File: src/rtl/brick_field_mapper_if.sv
// Pixel, game-object and brick-hit signals shared by the Breakout colour mapper.
interface brick_field_mapper_if;
    logic [9:0] DrawX;
    logic [9:0] DrawY;
    logic       blank_n;
    logic [9:0] BallX;
    logic [9:0] BallY;
    logic [9:0] Ball_size;
    logic [9:0] PaddleX;
    logic [9:0] PaddleW;
    logic       hit_valid;
    logic [3:0] hit_row;
    logic [4:0] hit_col;
    logic       reload;
    logic       hit_ack;
    logic       hit_was_alive;
    logic [8:0] bricks_left;
    logic       all_cleared;
    logic [7:0] Red;
    logic [7:0] Green;
    logic [7:0] Blue;

    modport master (
        output DrawX, DrawY, blank_n, BallX, BallY, Ball_size, PaddleX, PaddleW,
               hit_valid, hit_row, hit_col, reload,
        input  hit_ack, hit_was_alive, bricks_left, all_cleared, Red, Green, Blue
    );

    modport slave (
        input  DrawX, DrawY, blank_n, BallX, BallY, Ball_size, PaddleX, PaddleW,
               hit_valid, hit_row, hit_col, reload,
        output hit_ack, hit_was_alive, bricks_left, all_cleared, Red, Green, Blue
    );
endinterface

File: src/rtl/brick_field_mapper.sv
// Two-stage pixel colour pipeline for Breakout: ball, paddle, brick field and
// gradient background, plus the brick-alive bitmap and hit bookkeeping.
module brick_field_mapper #(
    parameter int unsigned BRICK_COLS   = 10,
    parameter int unsigned BRICK_ROWS   = 6,
    parameter int unsigned BRICK_W_LOG2 = 6,
    parameter int unsigned BRICK_H_LOG2 = 4,
    parameter int unsigned FIELD_Y0     = 48,
    parameter int unsigned PADDLE_Y     = 456
) (
    input  logic               Clk,
    input  logic               Reset_n,
    brick_field_mapper_if.slave bus
);
    localparam int unsigned N_BRICKS = BRICK_ROWS * BRICK_COLS;
    localparam int unsigned IDX_W    = (N_BRICKS > 1) ? $clog2(N_BRICKS) : 1;
    localparam int unsigned COL_W    = 10 - BRICK_W_LOG2;
    localparam int unsigned FIELD_Y1 = FIELD_Y0 + BRICK_ROWS * (2 ** BRICK_H_LOG2);
    localparam logic [8:0]  FULL_CNT = 9'(N_BRICKS);

    // ---------------- stage 1: geometry ----------------
    logic signed [10:0] dist_x, dist_y;
    logic [10:0]        abs_x, abs_y;
    logic [21:0]        dist_sq, rad_sq;
    logic [9:0]         field_y;
    logic [BRICK_W_LOG2-1:0] loc_x;
    logic [BRICK_H_LOG2-1:0] loc_y;

    logic             blank_n_d, blank_n_q;
    logic             ball_on_d, ball_on_q;
    logic             paddle_on_d, paddle_on_q;
    logic             in_field_d, in_field_q;
    logic             border_d, border_q;
    logic [3:0]       row_d, row_q;
    logic [COL_W-1:0] col_d, col_q;
    logic [6:0]       xhi_d, xhi_q;

    always_comb begin
        dist_x  = signed'({1'b0, bus.DrawX}) - signed'({1'b0, bus.BallX});
        dist_y  = signed'({1'b0, bus.DrawY}) - signed'({1'b0, bus.BallY});
        abs_x   = dist_x[10] ? 11'(-dist_x) : 11'(dist_x);
        abs_y   = dist_y[10] ? 11'(-dist_y) : 11'(dist_y);
        dist_sq = 22'(abs_x) * 22'(abs_x) + 22'(abs_y) * 22'(abs_y);
        rad_sq  = 22'(bus.Ball_size) * 22'(bus.Ball_size);
        field_y = bus.DrawY - 10'(FIELD_Y0);
        loc_x   = bus.DrawX[BRICK_W_LOG2-1:0];
        loc_y   = field_y[BRICK_H_LOG2-1:0];

        blank_n_d   = bus.blank_n;
        ball_on_d   = (dist_sq <= rad_sq);
        paddle_on_d = (bus.DrawX >= bus.PaddleX) &&
                      (11'(bus.DrawX) < 11'(bus.PaddleX) + 11'(bus.PaddleW)) &&
                      (11'(bus.DrawY) >= 11'(PADDLE_Y)) &&
                      (11'(bus.DrawY) <  11'(PADDLE_Y + 8));
        row_d       = 4'(field_y >> BRICK_H_LOG2);
        col_d       = bus.DrawX[9:BRICK_W_LOG2];
        in_field_d  = (11'(bus.DrawY) >= 11'(FIELD_Y0)) &&
                      (11'(bus.DrawY) <  11'(FIELD_Y1)) &&
                      (32'(col_d) < BRICK_COLS);
        border_d    = (loc_x == '0) || (loc_x == '1) || (loc_y == '0) || (loc_y == '1);
        xhi_d       = bus.DrawX[9:3];
    end

    always_ff @(posedge Clk or negedge Reset_n) begin
        if (!Reset_n) begin
            blank_n_q   <= 1'b0;
            ball_on_q   <= 1'b0;
            paddle_on_q <= 1'b0;
            in_field_q  <= 1'b0;
            border_q    <= 1'b0;
            row_q       <= '0;
            col_q       <= '0;
            xhi_q       <= '0;
        end else begin
            blank_n_q   <= blank_n_d;
            ball_on_q   <= ball_on_d;
            paddle_on_q <= paddle_on_d;
            in_field_q  <= in_field_d;
            border_q    <= border_d;
            row_q       <= row_d;
            col_q       <= col_d;
            xhi_q       <= xhi_d;
        end
    end

    // ---------------- brick bitmap and hit handling ----------------
    logic [N_BRICKS-1:0] alive_d, alive_q;
    logic [8:0]          count_d, count_q;
    logic                hit_ack_d, hit_ack_q;
    logic                was_alive_d, was_alive_q;
    logic                cleared_d, cleared_q;
    logic [IDX_W-1:0]    hit_idx;
    logic                hit_in_range;

    always_comb begin
        hit_idx      = IDX_W'(32'(bus.hit_row) * BRICK_COLS + 32'(bus.hit_col));
        hit_in_range = (32'(bus.hit_row) < BRICK_ROWS) && (32'(bus.hit_col) < BRICK_COLS);
        alive_d      = alive_q;
        count_d      = count_q;
        hit_ack_d    = bus.hit_valid;
        was_alive_d  = 1'b0;
        if (bus.reload) begin
            alive_d = '1;
            count_d = FULL_CNT;
        end else if (bus.hit_valid && hit_in_range && alive_q[hit_idx]) begin
            alive_d[hit_idx] = 1'b0;
            was_alive_d      = 1'b1;
            if (count_q != 9'd0) count_d = count_q - 9'd1;
        end
        cleared_d = (count_d == 9'd0);
    end

    always_ff @(posedge Clk or negedge Reset_n) begin
        if (!Reset_n) begin
            alive_q     <= '1;
            count_q     <= FULL_CNT;
            hit_ack_q   <= 1'b0;
            was_alive_q <= 1'b0;
            cleared_q   <= 1'b0;
        end else begin
            alive_q     <= alive_d;
            count_q     <= count_d;
            hit_ack_q   <= hit_ack_d;
            was_alive_q <= was_alive_d;
            cleared_q   <= cleared_d;
        end
    end

    // ---------------- stage 2: lookup and priority mux ----------------
    logic [IDX_W-1:0] pix_idx;
    logic             brick_live;
    logic [23:0]      rgb_d, rgb_q;

    always_comb begin
        pix_idx    = IDX_W'(32'(row_q) * BRICK_COLS + 32'(col_q));
        brick_live = in_field_q && alive_q[pix_idx];
        rgb_d      = {16'h0000, 8'h7F - {1'b0, xhi_q}};
        if (!blank_n_q) begin
            rgb_d = 24'h000000;
        end else if (ball_on_q) begin
            rgb_d = 24'hFF5500;
        end else if (paddle_on_q) begin
            rgb_d = 24'hFFFFFF;
        end else if (brick_live && border_q) begin
            rgb_d = 24'hD2D1CD;
        end else if (brick_live) begin
            case (row_q[1:0])
                2'd0:    rgb_d = 24'h77603F;
                2'd1:    rgb_d = 24'hB03030;
                2'd2:    rgb_d = 24'h309030;
                default: rgb_d = 24'h3050B0;
            endcase
        end
    end

    always_ff @(posedge Clk or negedge Reset_n) begin
        if (!Reset_n) rgb_q <= '0;
        else          rgb_q <= rgb_d;
    end

    assign bus.Red           = rgb_q[23:16];
    assign bus.Green         = rgb_q[15:8];
    assign bus.Blue          = rgb_q[7:0];
    assign bus.hit_ack       = hit_ack_q;
    assign bus.hit_was_alive = was_alive_q;
    assign bus.bricks_left   = count_q;
    assign bus.all_cleared   = cleared_q;
endmodule
File: src/flat_wrapper.sv
// flat-port wrapper written by rule: the top's interface ports become plain ports
module brick_field_mapper_flat 
#(
    parameter int unsigned BRICK_COLS   = 10,
    parameter int unsigned BRICK_ROWS   = 6,
    parameter int unsigned BRICK_W_LOG2 = 6,
    parameter int unsigned BRICK_H_LOG2 = 4,
    parameter int unsigned FIELD_Y0     = 48,
    parameter int unsigned PADDLE_Y     = 456
)
  (Clk, Reset_n, bus_DrawX, bus_DrawY, bus_blank_n, bus_BallX, bus_BallY, bus_Ball_size, bus_PaddleX, bus_PaddleW, bus_hit_valid, bus_hit_row, bus_hit_col, bus_reload, bus_hit_ack, bus_hit_was_alive, bus_bricks_left, bus_all_cleared, bus_Red, bus_Green, bus_Blue);
  brick_field_mapper_if bus_i ();
  input  logic Clk;
  input  logic Reset_n;
  input wire logic [$bits(bus_i.DrawX)-1:0] bus_DrawX;
  input wire logic [$bits(bus_i.DrawY)-1:0] bus_DrawY;
  input wire logic [$bits(bus_i.blank_n)-1:0] bus_blank_n;
  input wire logic [$bits(bus_i.BallX)-1:0] bus_BallX;
  input wire logic [$bits(bus_i.BallY)-1:0] bus_BallY;
  input wire logic [$bits(bus_i.Ball_size)-1:0] bus_Ball_size;
  input wire logic [$bits(bus_i.PaddleX)-1:0] bus_PaddleX;
  input wire logic [$bits(bus_i.PaddleW)-1:0] bus_PaddleW;
  input wire logic [$bits(bus_i.hit_valid)-1:0] bus_hit_valid;
  input wire logic [$bits(bus_i.hit_row)-1:0] bus_hit_row;
  input wire logic [$bits(bus_i.hit_col)-1:0] bus_hit_col;
  input wire logic [$bits(bus_i.reload)-1:0] bus_reload;
  output wire logic [$bits(bus_i.hit_ack)-1:0] bus_hit_ack;
  output wire logic [$bits(bus_i.hit_was_alive)-1:0] bus_hit_was_alive;
  output wire logic [$bits(bus_i.bricks_left)-1:0] bus_bricks_left;
  output wire logic [$bits(bus_i.all_cleared)-1:0] bus_all_cleared;
  output wire logic [$bits(bus_i.Red)-1:0] bus_Red;
  output wire logic [$bits(bus_i.Green)-1:0] bus_Green;
  output wire logic [$bits(bus_i.Blue)-1:0] bus_Blue;
  assign bus_i.DrawX = bus_DrawX;
  assign bus_i.DrawY = bus_DrawY;
  assign bus_i.blank_n = bus_blank_n;
  assign bus_i.BallX = bus_BallX;
  assign bus_i.BallY = bus_BallY;
  assign bus_i.Ball_size = bus_Ball_size;
  assign bus_i.PaddleX = bus_PaddleX;
  assign bus_i.PaddleW = bus_PaddleW;
  assign bus_i.hit_valid = bus_hit_valid;
  assign bus_i.hit_row = bus_hit_row;
  assign bus_i.hit_col = bus_hit_col;
  assign bus_i.reload = bus_reload;
  assign bus_hit_ack = bus_i.hit_ack;
  assign bus_hit_was_alive = bus_i.hit_was_alive;
  assign bus_bricks_left = bus_i.bricks_left;
  assign bus_all_cleared = bus_i.all_cleared;
  assign bus_Red = bus_i.Red;
  assign bus_Green = bus_i.Green;
  assign bus_Blue = bus_i.Blue;
  brick_field_mapper #(.BRICK_COLS(BRICK_COLS), .BRICK_ROWS(BRICK_ROWS), .BRICK_W_LOG2(BRICK_W_LOG2), .BRICK_H_LOG2(BRICK_H_LOG2), .FIELD_Y0(FIELD_Y0), .PADDLE_Y(PADDLE_Y)) u_core (.Clk(Clk), .Reset_n(Reset_n), .bus(bus_i));
endmodule
File: config.mk
export PLATFORM = sky130hd
export DESIGN_NAME = brick_field_mapper_flat
export DESIGN_NICKNAME = d
export VERILOG_FILES = /design/src/rtl/brick_field_mapper_if.sv /design/src/rtl/brick_field_mapper.sv /design/src/flat_wrapper.sv
export SDC_FILE = /design/constraint.sdc
export NUM_CORES = 1
export LEC_CHECK = 0
export CAP_MARGIN = 20
export CORE_UTILIZATION = 54
export CTS_BUF_LIST = sky130_fd_sc_hd__clkbuf_8 sky130_fd_sc_hd__clkbuf_16
export DETAILED_ROUTE_END_ITERATION = 16
export PLACE_DENSITY = 0.74
export SLEW_MARGIN = 15
export SYNTH_ARGS = -nofsm -noshare
export SYNTH_HDL_FRONTEND = slang
export SYNTH_SLANG_ARGS = --single-unit
File: constraint.sdc
create_clock -name Clk -period 6.79 [get_ports Clk]
set_input_delay 1.358 -clock Clk [delete_from_list [all_inputs] [get_ports Clk]]
set_output_delay 1.358 -clock Clk [all_outputs]
set_load 0.02 [all_outputs]
---- Word-level counts from Yosys, hierarchy flattened ----
Cells that the tools add are included.
W data, S select, Z words.
word-level totals
  bits in registers ....................... 116
  bits in latches ......................... 0
  bits in writable memories ............... 0
  bits in read-only memories .............. 0
  output and inout port bits .............. 36
  word-level logic and storage cells ...... 90
  memories kept ........................... 0
cells by class
  $add $sub $neg .......................... 11
  $mul .................................... 5
  div/mod/pow operators ................... 0
  order comparisons ....................... 13
  equality and inequality tests ........... 4
  shifts and indexed selects .............. 0
  muxes and demuxes ....................... 21
  bitwise gates (word level) .............. 2
  reduce and logical (&&, ||, !) cells .... 20
operators by type and width
  kind                   number
  $mux W24               5
  $mux W60               2
  $pmux W24 S3           1
  $and A60 B60 Y60       1
  $not A60 Y60           1
  $mul A11 B11 Y22       2
  $mux W9                3
  $add A22 B22 Y22       1
  $le A22 B20 Y1         1
  $mux W11               2
  $neg A11 Y11           2
  $sub A10 B10 Y11       2
  $mul A10 B10 Y20       1
  $lt A6 B7 Y1 const B   2
  $bmux W1 S6            2
  $add A10 B10 Y11       1
  $logic_and A1 B1 Y1    11
  $lt A10 B11 Y1         1
  $ge A10 B10 Y1         1
  $ge A10 B6 Y1 const B  1
  $ge A10 B9 Y1 const B  1
  $lt A10 B8 Y1 const B  1
  $lt A10 B9 Y1 const B  1
  $mul A4 B3 Y5 const B  2
  other kinds (22)       28

---- Longest topological paths before layout ----
  word-level depth ........................ 10
  depth in mapped cells ................... 44
  gate-level depth less buffers ........... 43

---- Worst setup path before layout ----
OpenSTA, ideal clock, no wires.
  path kind ............................... input -> register
  start point ............................. input bus_DrawY[0]
  end point ............................... register u_core.ball_on_q
  setup time .............................. 0.086 ns
  arrival ................................. 10.538 ns
  required time ........................... 6.704 ns
  path slack .............................. -3.834 ns
  stages on the path ...................... 39
  cells stage by stage .................... inv_1 -> ha_1 -> inv_1 -> fa_1 -> a21o_1 -> a211oi_2 -> o21bai_1 -> xor2_1 -> o21bai_1 -> or4_1 -> o31ai_1 -> xor2_1 -> nor2_1 -> fa_1 -> inv_1 -> fa_1 -> inv_1 -> fa_1 -> [3 not listed] -> inv_1 -> fa_1 -> inv_1 -> ha_1 -> or3_1 -> o311a_1 -> o21a_1 -> o21ai_0 -> a21oi_1 -> a21oi_1 -> xnor2_1 -> ha_1 -> nand4_1 -> nor2_1 -> nand2_1 -> nor4_1 -> a31oi_1 -> nor3_1
between the ends
  cells in the longest elaborated chain, start to end .. 6
ends and longest elaborated chain
  item                    line                      source
  start: declaration      flat_wrapper.sv:16        input wire logic [$bits(bus_i.DrawY)-1:0] bus_DrawY;
  $sub A10 B10 Y11 (*)    brick_field_mapper.sv:40  dist_y = signed'({1'b0, bus.DrawY}) - signed'({1'b0, bus.BallY});
  $neg A11 Y11            brick_field_mapper.sv:42  abs_y = dist_y[10] ? 11'(-dist_y) : 11'(dist_y);
  $mux W11 (*)            brick_field_mapper.sv:42
  $mul A11 B11 Y22 (*)    brick_field_mapper.sv:43  dist_sq = 22'(abs_x) * 22'(abs_x) + 22'(abs_y) * 22'(abs_y);
  $add A22 B22 Y22 (*)    brick_field_mapper.sv:43
  $le A22 B20 Y1 (*)      brick_field_mapper.sv:50  ball_on_d = (dist_sq <= rad_sq);
  net u_core.ball_on_d    brick_field_mapper.sv:30  logic ball_on_d, ball_on_q;
  end signal: assignment  brick_field_mapper.sv:76  ball_on_q <= ball_on_d;
  end: declaration        brick_field_mapper.sv:30
The timed path passes the listed nets; every way through them passes the cells marked *.
A chain may end at the register's enable or synchronous reset.

---- Final worst setup path ----
  start point ............................. input bus_BallX[1]
  end point ............................... register u_core.ball_on_q
between the ends
  cells in the longest elaborated chain, start to end .. 6
ends and longest elaborated chain
  item                  line                      source
  start: declaration    flat_wrapper.sv:18        input wire logic [$bits(bus_i.BallX)-1:0] bus_BallX;
  $sub A10 B10 Y11 (*)  brick_field_mapper.sv:39  dist_x = signed'({1'b0, bus.DrawX}) - signed'({1'b0, bus.BallX});
  $neg A11 Y11          brick_field_mapper.sv:41  abs_x = dist_x[10] ? 11'(-dist_x) : 11'(dist_x);
  $mux W11 (*)          brick_field_mapper.sv:41
  $mul A11 B11 Y22 (*)  brick_field_mapper.sv:43
  $add A22 B22 Y22 (*)  brick_field_mapper.sv:43
  $le A22 B20 Y1 (*)    brick_field_mapper.sv:50
  net u_core.ball_on_d  brick_field_mapper.sv:30
Marks and branches as above.

==> flow_summary.toml <==
[global_routing]
grtUsageTotal_pct = 26.56
grt_start_max_net_pins = 74
first_global_vias = 15570
overflow = 0
antenna_found_initial = 0
grt_pass1_wl_um = 71640

[timing]
setup_ws_ns = -3.475
fin_skew_ns = 0.02531
fmax_ghz = 0.09741
drv_slew = 0
worstMarginPinSlew_ns = 1.064
finalCritPeriodShare_pct = 151.2
min_period_ns = 10.27
hold_viol = 0
rsz0062_at_grt = "true"
setup_tns_ns = -3.475
setup_viol = 1
worst_slew_margin_rel_pct = 28.82

[place]
dpl.hpwl_um = 34950
io_buffers = 119
routabilityCongestion = 0.9451
dpl-instance-area_sq_um = 21060

[drt]
drtPass1Iterations = 8
routedWlPerCell_um = 15.70
drt_iter0_markers = 907
finalWirelength_um = 41830
routed-wl-met2_um = 21690
viasPerCell = 5.389
wl_met1_um = 17050
postRouteAntennaNets = 0
vias = 14360
top_layer = "met4"
wl_met3_um = 1922
drc = 0

[final_layout]
drive_gt1_share_pct = 22.68
final_cell_area_sq_um = 21820
syn2layout_area_growth_pct = 25.12
final_common_cell = "inv_1"
fillerInstances = 2383
final_util_pct = 68.98
final_nets = 2790
layout_common_cells = "351 x inv_1, 283 x buf_4, 223 x ha_1"
diodes = 0

[synthesis]
synth_ff_type = "dfstp_2"
syn-instance-count = 1881
synth-seq-cells = 108
synth_warnings = 0
syn_area_sq_um = 17440
avgSynthCellArea_sq_um = 9.273
synthArstFlopShare_pct = 100.0
synth_enable_flop_cells = 0
ys_types = 74
yosysSeqAreaShare_pct = 15.95

[setup_path]
cp.arrival_ns = 10.55
worstSetupPathType = "primary input to register"
cp_slowest_cell = "fa_1"
reg2reg_slack_ns = 2.73
crit_path_start_kind = "primary input"
r2r-end = "u_core.rgb_q[5]$_DFF_PN0_"
cp_top_family = "adder cells"
critPathRequiredTime_ns = 7.08
slowest_delay_ns = 0.55
endpoint_kind = "register"
worstPathMaxFanout = 4
crit-reg2reg-launch = "u_core.row_q[0]$_DFF_PN0_"
reg2regPathDepth = 10
critPathBufInv = 11

[floorplan]
coreArea_sq_um = 31640
ioPinCount = 120
dieArea_sq_um = 33020
initial_core_util_pct = 55.13
fp-row-count = 65
die_w_um = 181.7
die_y_um = 181.7

[clock_tree]
h-tree-depth = 3
cts_root_buf = "clkbuf_16"
cts.clk_slew.worst_paths_ns = 0.10
clock_path_buffers = 2
cts_tree = "yes"
cts-buffers-inserted = 9
clk_latency_ns = 0.38
cts_num_sinks = 108

[min_path]
worst_hold_path_type = "register to register"
min_path_cells = 2
holdPathEnd = "u_core.alive_q[46]$_DFFE_PN1P_"
holdCritStartpoint = "u_core.alive_q[46]$_DFFE_PN1P_"

[flow_run]
max-cap-violations = 0

[status]
status = "finished with violations"
violations = "setup timing"
## metal layers
layer / GRT usage [%] / vias up
li1: - / 6817
met4: 8.949 / 0
met3: 2.848 / 88
met5: 0 / -
met2: 48.72 / 389
met1: 32.36 / 7062
## worst reg2reg max path, stage by stage, from the launching register on
cell and delay (ns):
dfrtp_1 0.47, ha_1 0.26, fa_1 0.42, xor2_1 0.73, mux4_2 0.65, mux4_2 0.50
nand2_1 0.36, inv_1 0.13, nand2_1 0.14, a21boi_0 0.20, o21a_1 0.14
## logic make-up (layout without fill, tap and decap cells)
kind of cell | Yosys count | count (layout) | synth area share [%]
mux | 42 | 42 | 4.462
simple gates | 475 | 475 | 13.14
flops | 108 | 108 | 15.95
other cells | 2 | 15 | 0.04306
compound gates | 288 | 288 | 10.38
fa+ha+maj | 449 | 449 | 41.55
buf+inv | 413 | 781 | 9.125
xor+xnor | 104 | 104 | 5.344
## final cells by class
cell class	instances	area, sq um	area share [%]
Clock buffer	9	225.2	1.032
Clock inverter	7	77.57	0.3555
Inverter	359	1360	6.232
Multi-Input combinational cell	1373	13510	61.92
Sequential cell	108	2783	12.75
Tap cell	402	503.0	2.305
Timing Repair Buffer	406	3362	15.41
## what timing repair did
item | 4_1_cts | 5_1_grt
pin swaps | 49 | 49
endpoints found under the setup margin | 1 | 1
setup buffers | 14 | 6
gates cloned | 0 | 0
hold buffers | 0 | 0
resized for setup | 47 | 38
## state kept, by name (all words and copies together), names as in the netlist
register / count
u_core.alive_q: 60
u_core.in_field_q: 1
u_core.bus.hit_was_alive: 1
u_core.bus.hit_ack: 1
u_core.col_q: 4
u_core.rgb_q: 20
u_core.paddle_on_q: 1
u_core.bus.bricks_left: 9
u_core.xhi_q: 3
u_core.row_q: 4
u_core.border_q: 1
u_core.ball_on_q: 1
u_core.bus.all_cleared: 1
u_core.blank_n_q: 1
## how the worst max path moves through the flow
stage	start	end	depth (start not counted)
6_report	bus_BallX[1]	u_core.ball_on_q$_DFF_PN0_	41
5_1_grt	bus_BallX[1]	u_core.ball_on_q$_DFF_PN0_	42
4_1_cts	bus_DrawY[0]	u_core.ball_on_q$_DFF_PN0_	40
3_5_place_dp	bus_DrawY[0]	u_core.ball_on_q$_DFF_PN0_	40
3_3_place_gp	bus_DrawY[0]	u_core.ball_on_q$_DFF_PN0_	40
2_1_floorplan	bus_DrawY[0]	u_core.ball_on_q$_DFF_PN0_	39
## cell usage after synthesis (25+ instances only)
| library cell | n | area share [%] |
|---|---|---|
| a21o_1 | 25 | 1.1 |
| a21oi_1 | 125 | 3.6 |
| and2_1 | 39 | 1.4 |
| clkbuf_1 | 39 | 0.84 |
| dfrtp_1 | 44 | 6.3 |
| dfstp_2 | 64 | 9.6 |
| fa_1 | 217 | 25 |
| ha_1 | 232 | 17 |
| inv_1 | 359 | 7.7 |
| mux4_2 | 28 | 3.6 |
| nand2_1 | 71 | 1.5 |
| nor2_1 | 198 | 4.3 |
| o21ai_0 | 43 | 1.2 |
| or2_2 | 28 | 1.0 |
| xnor2_1 | 57 | 2.9 |
| xor2_1 | 45 | 2.3 |
## metrics by stage
step           hold WS, ns  setup WS [ns]  std cells
2_1_floorplan       0.4695         -3.209       1894
3_3_place_gp        0.4810         -4.271       2628
3_5_place_dp        0.4858         -4.532       2628
4_1_cts             0.5001         -3.613       2657
5_1_grt             0.5095         -3.799       2664
6_report            0.5001         -3.475       2664
Power is left out: the tool's default activity adds up to more than one toggle a clock period on the data nets, which glitch-free logic cannot reach.
